===== src/rtl/irq_pkg.sv =====
// Shared state type and default sizing for the interrupt arbiter and other
// round-robin schedulers in the design.
package irq_pkg;

    typedef enum logic [1:0] {
        IDLE,
        OFFER,
        SERVICE
    } irq_state_t;

    localparam int NUM_SRC_DEF = 8;
    localparam int ID_W_DEF    = $clog2(NUM_SRC_DEF);

endpackage


===== src/rtl/irq_rr_arbiter_rr_pick.sv =====
// Combinational round-robin finder: returns the first set bit of eligible at or
// above rr_ptr, wrapping around to the lowest set bit when none lies above.
module rr_pick
    import irq_pkg::*;
#(
    parameter int NUM_SRC = NUM_SRC_DEF,
    parameter int ID_W    = ID_W_DEF
) (
    input  logic [NUM_SRC-1:0] eligible,
    input  logic [ID_W-1:0]    rr_ptr,
    output logic               found,
    output logic [ID_W-1:0]    index
);

    logic              hi_found;
    logic [ID_W-1:0]   hi_idx;
    logic [ID_W-1:0]   lo_idx;

    // Scan downward so the last hit recorded in each class is its lowest index.
    always_comb begin
        found    = 1'b0;
        hi_found = 1'b0;
        hi_idx   = '0;
        lo_idx   = '0;
        for (int i = NUM_SRC - 1; i >= 0; i--) begin
            if (eligible[i]) begin
                found  = 1'b1;
                lo_idx = ID_W'(i);
                if (ID_W'(i) >= rr_ptr) begin
                    hi_found = 1'b1;
                    hi_idx   = ID_W'(i);
                end
            end
        end
        index = hi_found ? hi_idx : lo_idx;
    end

endmodule


===== src/rtl/irq_rr_arbiter.sv =====
// Round-robin interrupt arbiter: edge-captured pending requests, mask, and an
// offer/accept/service handshake. Define IRQ_TIMEOUT_EN to enable the service watchdog.
module irq_rr_arbiter
    import irq_pkg::*;
#(
    parameter int NUM_SRC     = NUM_SRC_DEF,
    parameter int ID_W        = ID_W_DEF,
    parameter int TIMEOUT_CYC = 1024
) (
    input  logic               clk,
    input  logic               reset,
    input  logic [NUM_SRC-1:0] irq_req,
    input  logic [NUM_SRC-1:0] irq_mask,
    output logic               irq_valid,
    output logic [ID_W-1:0]    irq_id,
    input  logic               irq_ready,
    input  logic               irq_done,
    output logic               irq_busy,
    output logic [NUM_SRC-1:0] pending,
    output logic               timeout_err
);

    localparam logic [ID_W-1:0] LAST_ID = ID_W'(NUM_SRC - 1);

    irq_state_t         state, state_nxt;
    logic [NUM_SRC-1:0] req_d;
    logic [NUM_SRC-1:0] rise;
    logic [NUM_SRC-1:0] eligible;
    logic [NUM_SRC-1:0] pending_nxt;
    logic [ID_W-1:0]    rr_ptr, rr_ptr_nxt;
    logic [ID_W-1:0]    sel_id, id_nxt;
    logic               sel_found;
    logic               valid_nxt, busy_nxt;
    logic               accept, withdraw, tmo_hit;

    assign rise     = irq_req & ~req_d;
    assign eligible = pending & ~irq_mask;
    // irq_valid is high exactly while in OFFER, so the state stands in for it here.
    assign accept   = (state == OFFER) && irq_ready;
    assign withdraw = (state == OFFER) && !irq_ready && irq_mask[irq_id];

    rr_pick #(
        .NUM_SRC (NUM_SRC),
        .ID_W    (ID_W)
    ) u_pick (
        .eligible (eligible),
        .rr_ptr   (rr_ptr),
        .found    (sel_found),
        .index    (sel_id)
    );

    always_comb begin
        state_nxt   = state;
        valid_nxt   = irq_valid;
        busy_nxt    = irq_busy;
        id_nxt      = irq_id;
        rr_ptr_nxt  = rr_ptr;
        pending_nxt = pending | rise;
        unique case (state)
            IDLE: begin
                if (sel_found) begin
                    state_nxt = OFFER;
                    valid_nxt = 1'b1;
                    id_nxt    = sel_id;
                end
            end
            OFFER: begin
                if (accept) begin
                    // A fresh rise on the accepted source re-sets its pending bit.
                    pending_nxt = (pending & ~(NUM_SRC'(1) << irq_id)) | rise;
                    rr_ptr_nxt  = (irq_id == LAST_ID) ? '0 : irq_id + ID_W'(1);
                    valid_nxt   = 1'b0;
                    busy_nxt    = 1'b1;
                    state_nxt   = SERVICE;
                end else if (withdraw) begin
                    valid_nxt = 1'b0;
                    state_nxt = IDLE;
                end
            end
            SERVICE: begin
                if (irq_done || tmo_hit) begin
                    busy_nxt  = 1'b0;
                    state_nxt = IDLE;
                end
            end
            default: state_nxt = IDLE;
        endcase
    end

    always_ff @(posedge clk) begin
        if (reset) begin
            state     <= IDLE;
            irq_valid <= 1'b0;
            irq_id    <= '0;
            irq_busy  <= 1'b0;
            pending   <= '0;
            rr_ptr    <= '0;
            req_d     <= '0;
        end else begin
            state     <= state_nxt;
            irq_valid <= valid_nxt;
            irq_id    <= id_nxt;
            irq_busy  <= busy_nxt;
            pending   <= pending_nxt;
            rr_ptr    <= rr_ptr_nxt;
            req_d     <= irq_req;
        end
    end

`ifdef IRQ_TIMEOUT_EN
    localparam int CNT_W = $clog2(TIMEOUT_CYC) + 1;

    logic [CNT_W-1:0] tmo_cnt;

    // Counter sits at zero outside SERVICE, so it starts clean on every entry.
    assign tmo_hit = (state == SERVICE) && !irq_done &&
                     (tmo_cnt == CNT_W'(TIMEOUT_CYC - 1));

    always_ff @(posedge clk) begin
        if (reset) begin
            tmo_cnt     <= '0;
            timeout_err <= 1'b0;
        end else begin
            timeout_err <= tmo_hit;
            if (state == SERVICE) tmo_cnt <= tmo_cnt + CNT_W'(1);
            else                  tmo_cnt <= '0;
        end
    end
`else
    assign tmo_hit     = 1'b0;
    assign timeout_err = 1'b0;
`endif

endmodule


===== config.mk =====
export PLATFORM = sky130hd
export DESIGN_NAME = irq_rr_arbiter
export DESIGN_NICKNAME = d
export VERILOG_FILES = /design/src/rtl/irq_pkg.sv /design/src/rtl/irq_rr_arbiter_rr_pick.sv /design/src/rtl/irq_rr_arbiter.sv
export SDC_FILE = /design/constraint.sdc
export NUM_CORES = 1
export LEC_CHECK = 0
export ABC_CLOCK_PERIOD_IN_PS = 3000
export BUFFER_PORTS_ARGS = -buffer_cell sky130_fd_sc_hd__buf_2
export CAP_MARGIN = 20
export CORE_ASPECT_RATIO = 1.1
export CORE_UTILIZATION = 45
export DETAILED_ROUTE_END_ITERATION = 6
export HOLD_SLACK_MARGIN = 0.15
export PLACE_DENSITY_LB_ADDON = 0.1
export SYNTH_ARGS = -nofsm -noshare
export SYNTH_HDL_FRONTEND = slang
export SYNTH_HIERARCHICAL = 1
export SYNTH_SLANG_ARGS = --single-unit

===== constraint.sdc =====
create_clock -name clk -period 3 [get_ports clk]
set_input_delay 0.3 -clock clk [delete_from_list [all_inputs] [get_ports clk]]
set_output_delay 0.3 -clock clk [all_outputs]
set_load 0.03 [all_outputs]

# Word level (Yosys, flattened, before mapping)
# Index checks and enable logic that the tools add are counted.
[totals]
reg_bits = 26
input_bits = 20
out_inout_bits = 14
[op_classes]
add_sub_neg = 1
magnitude_cmp = 9
n_eq_ne = 7
n_shift = 1
muxes = 66
n_bitwise = 8
reduce_logical = 12
[op_table]
columns = ["operator", "n"]
rows = [
  ["3-bit two-way mux", 26],
  ["1-bit two-way mux", 30],
  ["8-bit AND", 3],
  ["8-bit inverter", 3],
  ["8-bit two-way mux", 2],
  ["8-bit OR", 2],
  ["3-bit >= comparator (first input constant)", 4],
  ["3-bit AND reduction", 3],
  ["2-bit two-way mux", 4],
  ["1-bit by 3-bit << shifter with 8-bit output (first input constant)", 1],
  ["1-bit by 3-bit >= comparator with 1-bit output (first input constant)", 2],
  ["2-bit by 3-bit >= comparator with 1-bit output (first input constant)", 2],
  ["2-bit inequality test (second input constant)", 3],
  ["2-bit one-hot mux with 3 select lines", 1],
  ["3-bit by 4-bit < comparator with 1-bit output (second input constant)", 1],
  ["1-bit one-hot mux with 2 select lines", 2],
  ["2-bit AND reduction", 2],
  ["2-bit nonzero test", 2],
  ["3-bit by 1-bit adder with 3-bit output (second input constant)", 1],
  ["1-bit binary-select mux with 3-bit select", 1],
  ["3-bit == test (second input constant)", 1],
  ["1-bit logical AND", 3],
  ["3-bit inequality test (second input constant)", 1],
  ["2-bit by 1-bit == test with 1-bit output (second input constant)", 1],
  ["3 further kinds", 3],
]

# Depth between registers and ports, before layout
# Gate-level depths: netlist of the first run.
[logic_depth]
ltp_word = 18
depth_mapped = 8

# Modules after synthesis
# Netlist of the first run, hierarchy kept.
[modules_own_cells]
columns = ["module", "n_inst", "cells_each", "area_each_um2", "seq_area_each_um2"]
rows = [
  ["irq_rr_arbiter", 1, 125, 1196.1, 520.5],
  ["rr_pick", 1, 45, 265.3, 0.0],
]

# Least setup slack after synthesis of the first run
# Ideal clock, no wire load.
[synth_path]
path_type = "register -> register"
start = "register pending[2]"
end = "register irq_id[2]"
arrival_time_ns = 1.786
path_slack_ns = 1.086
stages_incl_launch_ff = 7
n_path_buf = 0
period_less_slack_ns = 1.914
path_cell_list = "dfxtp_1 -> nor2b_1 -> nor4_1 -> nand3_1 -> nor3b_1 -> mux2i_1 -> nor2_1"
[synth_via]
word_cells_on_any_way = 19
classes_between = "mux: 17; bitwise: 1; reduce/logical: 1"
[synth_rtl]
columns = ["element", "line_no", "source"]
rows = [
  ["start: declaration", "irq_rr_arbiter.sv:19", "output logic [NUM_SRC-1:0] pending,"],
  ["start signal: assignment", "irq_rr_arbiter.sv:104", "pending <= pending_nxt;"],
  ["8-bit AND", "irq_rr_arbiter.sv:37", "assign eligible = pending & ~irq_mask;"],
  ["via eligible[2]", "irq_rr_arbiter.sv:28", "logic [NUM_SRC-1:0] eligible;"],
  ["1-bit two-way mux (3 in series)", "irq_rr_arbiter_rr_pick.sv:26", "if (eligible[i]) begin"],
  ["via sel_found", "irq_rr_arbiter.sv:32", "logic sel_found;"],
  ["2-bit AND reduction (no line)", "n/a", ""],
  ["end signal: assignment", "irq_rr_arbiter.sv:102", "irq_id <= id_nxt;"],
  ["end: declaration", "irq_rr_arbiter.sv:15", "output logic [ID_W-1:0] irq_id,"],
]
# The timed path passes the listed nets, and every way through them passes these cells.
# A chain may end at the register's enable or synchronous reset.

# Worst setup path after layout of the first run
[layout_path]
start = "register pending[1]"
end = "register irq_id[2]"
[layout_via]
word_cells_on_any_way = 13
classes_between = "mux: 11; bitwise: 1; reduce/logical: 1"
[layout_rtl]
columns = ["element", "line_no"]
rows = [
  ["8-bit AND", "irq_rr_arbiter.sv:37"],
  ["via eligible[1]", "irq_rr_arbiter.sv:28"],
  ["1-bit two-way mux (2 in series)", "irq_rr_arbiter_rr_pick.sv:26"],
  ["via sel_found", "irq_rr_arbiter.sv:32"],
  ["2-bit AND reduction (no line)", "n/a"],
]
# The timed path passes the listed nets, and every way through them passes these cells.

==> flow_metrics.py, run 1 <==
metrics = {
    "placement": {
        "post-place-ws_ns": 0.968,
        "place_congestion": 0.882,
        "numPortBuffers": 32,
        "hpwl_um": 2530,
        "placed_cell_area_mm2": 0.00162,
    },
    "pwr": {
        "p_int_mw": 0.533,
        "pwr-share-comb_pct": 31.3,
        "power_frac_clock_pct": 18.1,
        "p_switching_mw": 0.291,
        "seqPwrFrac_pct": 50.6,
        "p_leak_nw": 0.711,
        "ir_worst_vdd_v": 0.000331,
        "cellPowerDensity_mw_per_mm2": 500,
        "sw_frac_of_total_pct": 35.3,
    },
    "finish": {
        "drive_gt1_share_pct": 23.7,
        "post-route-cell-area_mm2": 0.00165,
        "area_delta_synth_final_pct": 12.6,
        "num_antenna_cells": 0,
        "num-fill-cells": 306,
        "final_nets": 226,
    },
    "global_route": {
        "grt_pass1_wl_um": 5350,
        "grt_max_degree": 28,
        "gr-total-overflow": 0,
        "antenna_found_initial": 0,
        "grt_pass1_vias": 1191,
        "gr-usage-all-layers_pct": 20.2,
    },
    "sta": {
        "fmax_ghz": 0.502,
        "slew_violations": 0,
        "grt_setup_unrepaired": "no",
        "finalHoldViolations": 0,
        "period_minus_slack_ns": 1.99,
        "setup_tns_ns": 0,
        "tightestPinTransition_ns": 0.645,
        "whs_ns": 0.193,
        "setup_viol": 0,
        "layout_setup_ws_ns": 1.01,
        "relSlewSlack_pct": 56.9,
        "skew_ns": 0.00209,
        "post-route-period-util_pct": 66.3,
    },
    "drt": {
        "drtPass1Iterations": 4,
        "drt_iter0_markers": 43,
        "viasPerCell": 5.50,
        "drc": 0,
        "antenna_left": 0,
        "wl_per_cell_um": 14.2,
        "vias": 1277,
        "wirelength_um": 3290,
    },
    "worst_setup_path": {
        "crit_chain": "nor2b_1 -> nor4_1 -> nand3_1 -> nor3b_1 -> mux2i_1 -> nor2_1",
        "crit_type": "register to register",
        "crit_fanout": 6,
        "cp-end-kind": "register",
        "cpPeakStageDelay_ns": 0.55,
        "cp_data_required_time_ns": 3.21,
        "crit_slowest_cell": "nor3b_1",
        "ff2ff_path_depth": 6,
        "arrival_ns": 2.20,
        "start_kind": "register",
    },
    "flow_run": {
        "cap_violations": 0,
    },
    "synth": {
        "synth_area_per_cell_um2": 8.60,
        "synth_ff_type": "dfxtp_1",
        "yosys_warnings": 6,
        "synthCells": 170,
        "ys_types": 44,
        "ys_seq_area_share_pct": 35.6,
        "synth_top_cell_by_area": "dfxtp_1",
        "async_reset_ff_share_pct": 0,
        "ys_ff_latch": 26,
        "synth_nets": 196,
        "synth_edf_count": 0,
        "syn_area_mm2": 0.00146,
        "synthTopCellsByArea": "dfxtp_1 36%, nor2b_1 8.1%, a21oi_1 6.2%",
        "yosysTopAreaCellShare_pct": 35.6,
    },
    "clock_network": {
        "cts_sinks": 26,
        "clock_path_buffers": 2,
        "cts.repair.resized": 0,
        "tritoncts.num_buffers": 3,
        "hold_buffers": 0,
        "cts_setup_buffers": 0,
        "cts_tree": "done",
        "cts_root_buf": "clkbuf_4",
        "clk_latency_ns": 0.32,
        "h-tree-depth": 1,
        "cts.clk_slew.worst_paths_ns": 0.13,
    },
    "die": {
        "design.core.area_mm2": 0.00307,
        "die_h_um": 61.8,
        "die_x_um": 56.3,
        "pin_count": 34,
        "dieArea_mm2": 0.00348,
        "rows": 21,
        "start_util_pct": 47.5,
    },
    "min_path": {
        "min_path_type": "input port to register",
        "whs_path_depth": 2,
    },
    "status": {
        "outcome": "finished, final reports clean",
    },
}
## synth_stat cells (3+ instances only)
master,count
a21oi_1,18
clkbuf_1,3
dfxtp_1,26
ha_1,6
inv_1,11
mux2_4,3
mux2i_1,4
nand2_1,8
nand2b_1,11
nor2_1,13
nor2b_1,19
o21ai_0,7
o31ai_1,5
## per-stage QoR
stage          instances  power, mW  util (%)
2_1_floorplan        170      0.610         -
3_3_place_gp         229      0.675      52.8
3_5_place_dp         229      0.681      52.8
4_1_cts              232      0.826      53.5
5_1_grt              232      0.868      53.5
6_report             232      0.823      53.5
## flip-flops by register name, indices dropped and copies added (netlist names)
name / cells
irq_id: 3
irq_valid: 1
rr_ptr: 3
req_d: 8
state: 2
irq_busy: 1
pending: 8
## cell families (layout without fill, tap and decap cells)
group	Yosys count	after routing	share of synthesized area, %
simple gates	62	62	23.5
compound gates	47	47	21.4
flops	26	26	35.6
buf+inv	19	47	5.91
mux	9	9	8.13
fa+ha+maj	6	6	5.14
other cells	1	1	0.257
## final timing paths
| path | start | to | slack, ns |
|---|---|---|---|
| setup reg to reg | pending[1] | irq_id[2] | 1.01 |
| setup / recovery | pending[1] | irq_id[2] | 1.01 |
| hold / removal | irq_req[4] | req_d[4] | 0.19 |
| hold reg to reg | req_d[6] | pending[6] | 0.50 |
## routing by layer
metal / vias to the layer above / part of all wire, % / track usage, %
met3: 8 / 4.8 / 3.31
met5: - / 0 / 0
met4: 0 / 2.4 / 10.8
met2: 43 / 48 / 35.2
li1: 638 / - / -
met1: 588 / 45 / 24.7
## cell type report
cell class | count | area (um^2) | area share [%]
inverter | 12 | 45.0 | 2.74
sequential | 26 | 520 | 31.6
tap | 34 | 42.5 | 2.59
timing repair buffer | 32 | 160 | 9.73
clock buffer | 3 | 22.5 | 1.37
multi-input combinational | 125 | 855 | 51.9
## critical path: cells and delay by family, from the launching register on
kind | cells | cell delay (ns)
flip-flops | 1 | 0.37
multiplexers | 1 | 0.27
AND/OR/NAND/NOR | 5 | 1.24
## cells in the final DEF, fill, tap and decap left out, types with 2 or more instances in the layout
cell,netlist,routed
mux2_4,3,3
nor2_1,13,13
ha_1,6,6
nand3_1,2,2
a21oi_1,18,18
o21ai_0,7,7
inv_1,11,11
o31ai_1,5,5
dfxtp_1,26,26
nand2_1,8,8
clkbuf_4,0,3
nand4b_1,2,2
nand2b_1,11,11
o22ai_1,2,2
mux2i_1,4,4
nor2b_1,19,19
buf_2,0,32
o21bai_1,2,2
## power groups by stage
| stage | sequential [mW] | combinational [mW] | clock [mW] |
|---|---|---|---|
| final | 0.417 | 0.258 | 0.149 |
| after global routing | 0.422 | 0.283 | 0.163 |
| after CTS | 0.416 | 0.258 | 0.152 |
| after detailed placement | 0.424 | 0.257 | 0 |
| after global placement | 0.423 | 0.252 | 0 |
| after floorplan | 0.447 | 0.163 | 0 |
Note: power is estimated with default switching activity, not from simulation.
==> run 2, diff against run 1 <==
Settings changed: ABC_CLOCK_PERIOD_IN_PS 3000 to 1700.
Clock period 3 ns to 1.7 ns, I/O delays scaled along.
==> run 2 against run 1 <==
  * Sequential share of layout area shrank 3.6 points
  * Clock power up 110%
  * Critical endpoint is now irq_id[0]
  * Power is 90% higher
  * Cell count grew 9.1%
  * Flip-flop and latch count stayed put
  * Count of clock-buffer cells in the layout is 1 higher
  * Final area rose by 14%
  * Die area unchanged
  * Largest power group unchanged
  * Routed wire length grew 7.3%
  * Clock skew grew 0.0026 ns
==> flow_metrics.py, run 2 (synthesized netlist as in run 1, its figures left out) <==
metrics = {
    "sta": {
        "skew_ns": 0.00474,
        "tightestPinTransition_ns": 0.508,
        "period_minus_slack_ns": 1.61,
        "whs_ns": 0.286,
        "grt_setup_unrepaired": "no",
        "relSlewSlack_pct": 66.2,
        "finalHoldViolations": 0,
        "setup_viol": 0,
        "post-route-period-util_pct": 94.8,
        "slew_violations": 0,
        "setup_tns_ns": 0,
        "fmax_ghz": 0.620,
    },
    "placement": {
        "place_congestion": 0.797,
        "numPortBuffers": 32,
        "hpwl_um": 2650,
    },
    "finish": {
        "num_antenna_cells": 0,
        "area_delta_synth_final_pct": 28.3,
        "final_common_cell": "buf_2",
        "drive_gt1_share_pct": 31.1,
        "final_util_pct": 61.0,
        "final_nets": 246,
        "layout_common_cells": "32 x buf_2, 24 x dfxtp_1, 18 x a21oi_1, 13 x nor2b_1, 13 x nor2_1",
        "reg_top3": "pending x8, req_d x8",
    },
    "die": {
        "rows": 21,
        "dieArea_mm2": 0.00348,
        "design.core.area_mm2": 0.00307,
        "die_h_um": 61.8,
        "die_x_um": 56.3,
        "pin_count": 34,
        "start_util_pct": 47.5,
    },
    "drt": {
        "drt_iter0_markers": 55,
        "drtPass1Iterations": 4,
        "viasPerCell": 5.21,
        "wl_per_cell_um": 13.9,
        "wirelength_um": 3530,
        "vias": 1318,
        "drc": 0,
        "antenna_left": 0,
    },
    "clock_network": {
        "cts_root_buf": "clkbuf_4",
        "cts.clk_slew.worst_paths_ns": 0.14,
        "clk_latency_ns": 0.33,
        "cts_tree": "done",
        "h-tree-depth": 1,
        "clock_path_buffers": 2,
        "tritoncts.num_buffers": 3,
        "cts_sinks": 26,
    },
    "worst_setup_path": {
        "crit_chain": "nor2b_2 -> a21boi_1 -> nor2b_1 -> a21oi_1 -> o22a_1 -> o22ai_1 -> mux2i_1 -> nor2_1",
        "crit_fanout": 3,
        "start_kind": "register",
        "cp-end-kind": "register",
        "crit_type": "register to register",
        "crit_slowest_cell": "dfxtp_1",
        "arrival_ns": 1.83,
        "cp_data_required_time_ns": 1.92,
        "cpPeakStageDelay_ns": 0.40,
    },
    "min_path": {
        "min_path_type": "input port to register",
    },
    "flow_run": {
        "cap_violations": 0,
    },
    "global_route": {
        "grt_max_degree": 28,
        "antenna_found_initial": 0,
        "grt_pass1_vias": 1295,
        "grt_pass1_wl_um": 5620,
        "gr-usage-all-layers_pct": 21.0,
        "gr-total-overflow": 0,
    },
    "pwr": {
        "cellPowerDensity_mw_per_mm2": 835,
        "ir_worst_vdd_v": 0.000610,
        "power_mw": 1.57,
        "p_leak_nw": 0.826,
    },
    "status": {
        "outcome": "finished, final reports clean",
    },
}
run 2: cell types whose count changed in the layout (fill, tap and decap cells not counted), moves of 2 or more:
cell           delta
buf_4            +10
dfxtp_1           -2
dlygate4sd3_1    +10
nor2b_1           -6
nor2b_2           +5
run 2: worst paths after layout:
kind | startpoint | endpoint | slack [ns] | cells after the start
max | pending[2] | irq_id[0] | 0.09 | 8
min | reset | irq_id[1] | 0.29 | 2
max reg2reg | pending[2] | irq_id[0] | 0.09 | 8
min reg2reg | req_d[3] | pending[3] | 0.49 | 2
run 2: cell type report:
cell class / instances / area [um^2]
fill: 291 / 1200
multi-input combinational: 125 / 891
sequential: 26 / 526
timing repair buffer: 52 / 335
inverter: 12 / 45.0
tap: 34 / 42.5
clock buffer: 4 / 36.3
run 2: routing by layer:
metal	track usage, %	share of wire, %	vias to the layer above
li1	-	-	680
met1	25.4	47	611
met2	38.6	49	21
met3	2.48	2.0	6
met4	9.41	1.6	0
met5	0	0	-
run 2: metrics by stage:
step / cell area (um^2) / instances / setup slack (ns)
floorplan: 1470 / 170 / 0.00326
global placement: 1690 / 237 / 0.0392
detailed placement: 1690 / 237 / 0.0143
CTS: 1840 / 251 / 0.0364
global route: 1880 / 253 / 0.00304
finish: 1880 / 253 / 0.0877
run 2: critical path: cells and delay by family (launching register included):
family / cells / cell delay, ns
flip-flops: 1 / 0.40
multiplexers: 1 / 0.13
AO/OA/AOI/OAI: 4 / 0.63
AND/OR/NAND/NOR: 3 / 0.35
run 2: power breakdown:
part | switching [mW] | leakage (nW) | internal, mW | total (mW)
Clock | 0.184 | 0.0210 | 0.131 | 0.315
Combinational | 0.277 | 0.588 | 0.239 | 0.516
Sequential | 0.0680 | 0.217 | 0.667 | 0.735
Total | 0.529 | 0.826 | 1.04 | 1.57
run 2: what timing repair did:
action | in CTS | in global routing
setup endpoints to repair | 2 | 4
resized for setup | 2 | 8
hold buffers | 10 | 0
hold endpoints to repair | 18 | 0
buffers inserted | 0 | 2
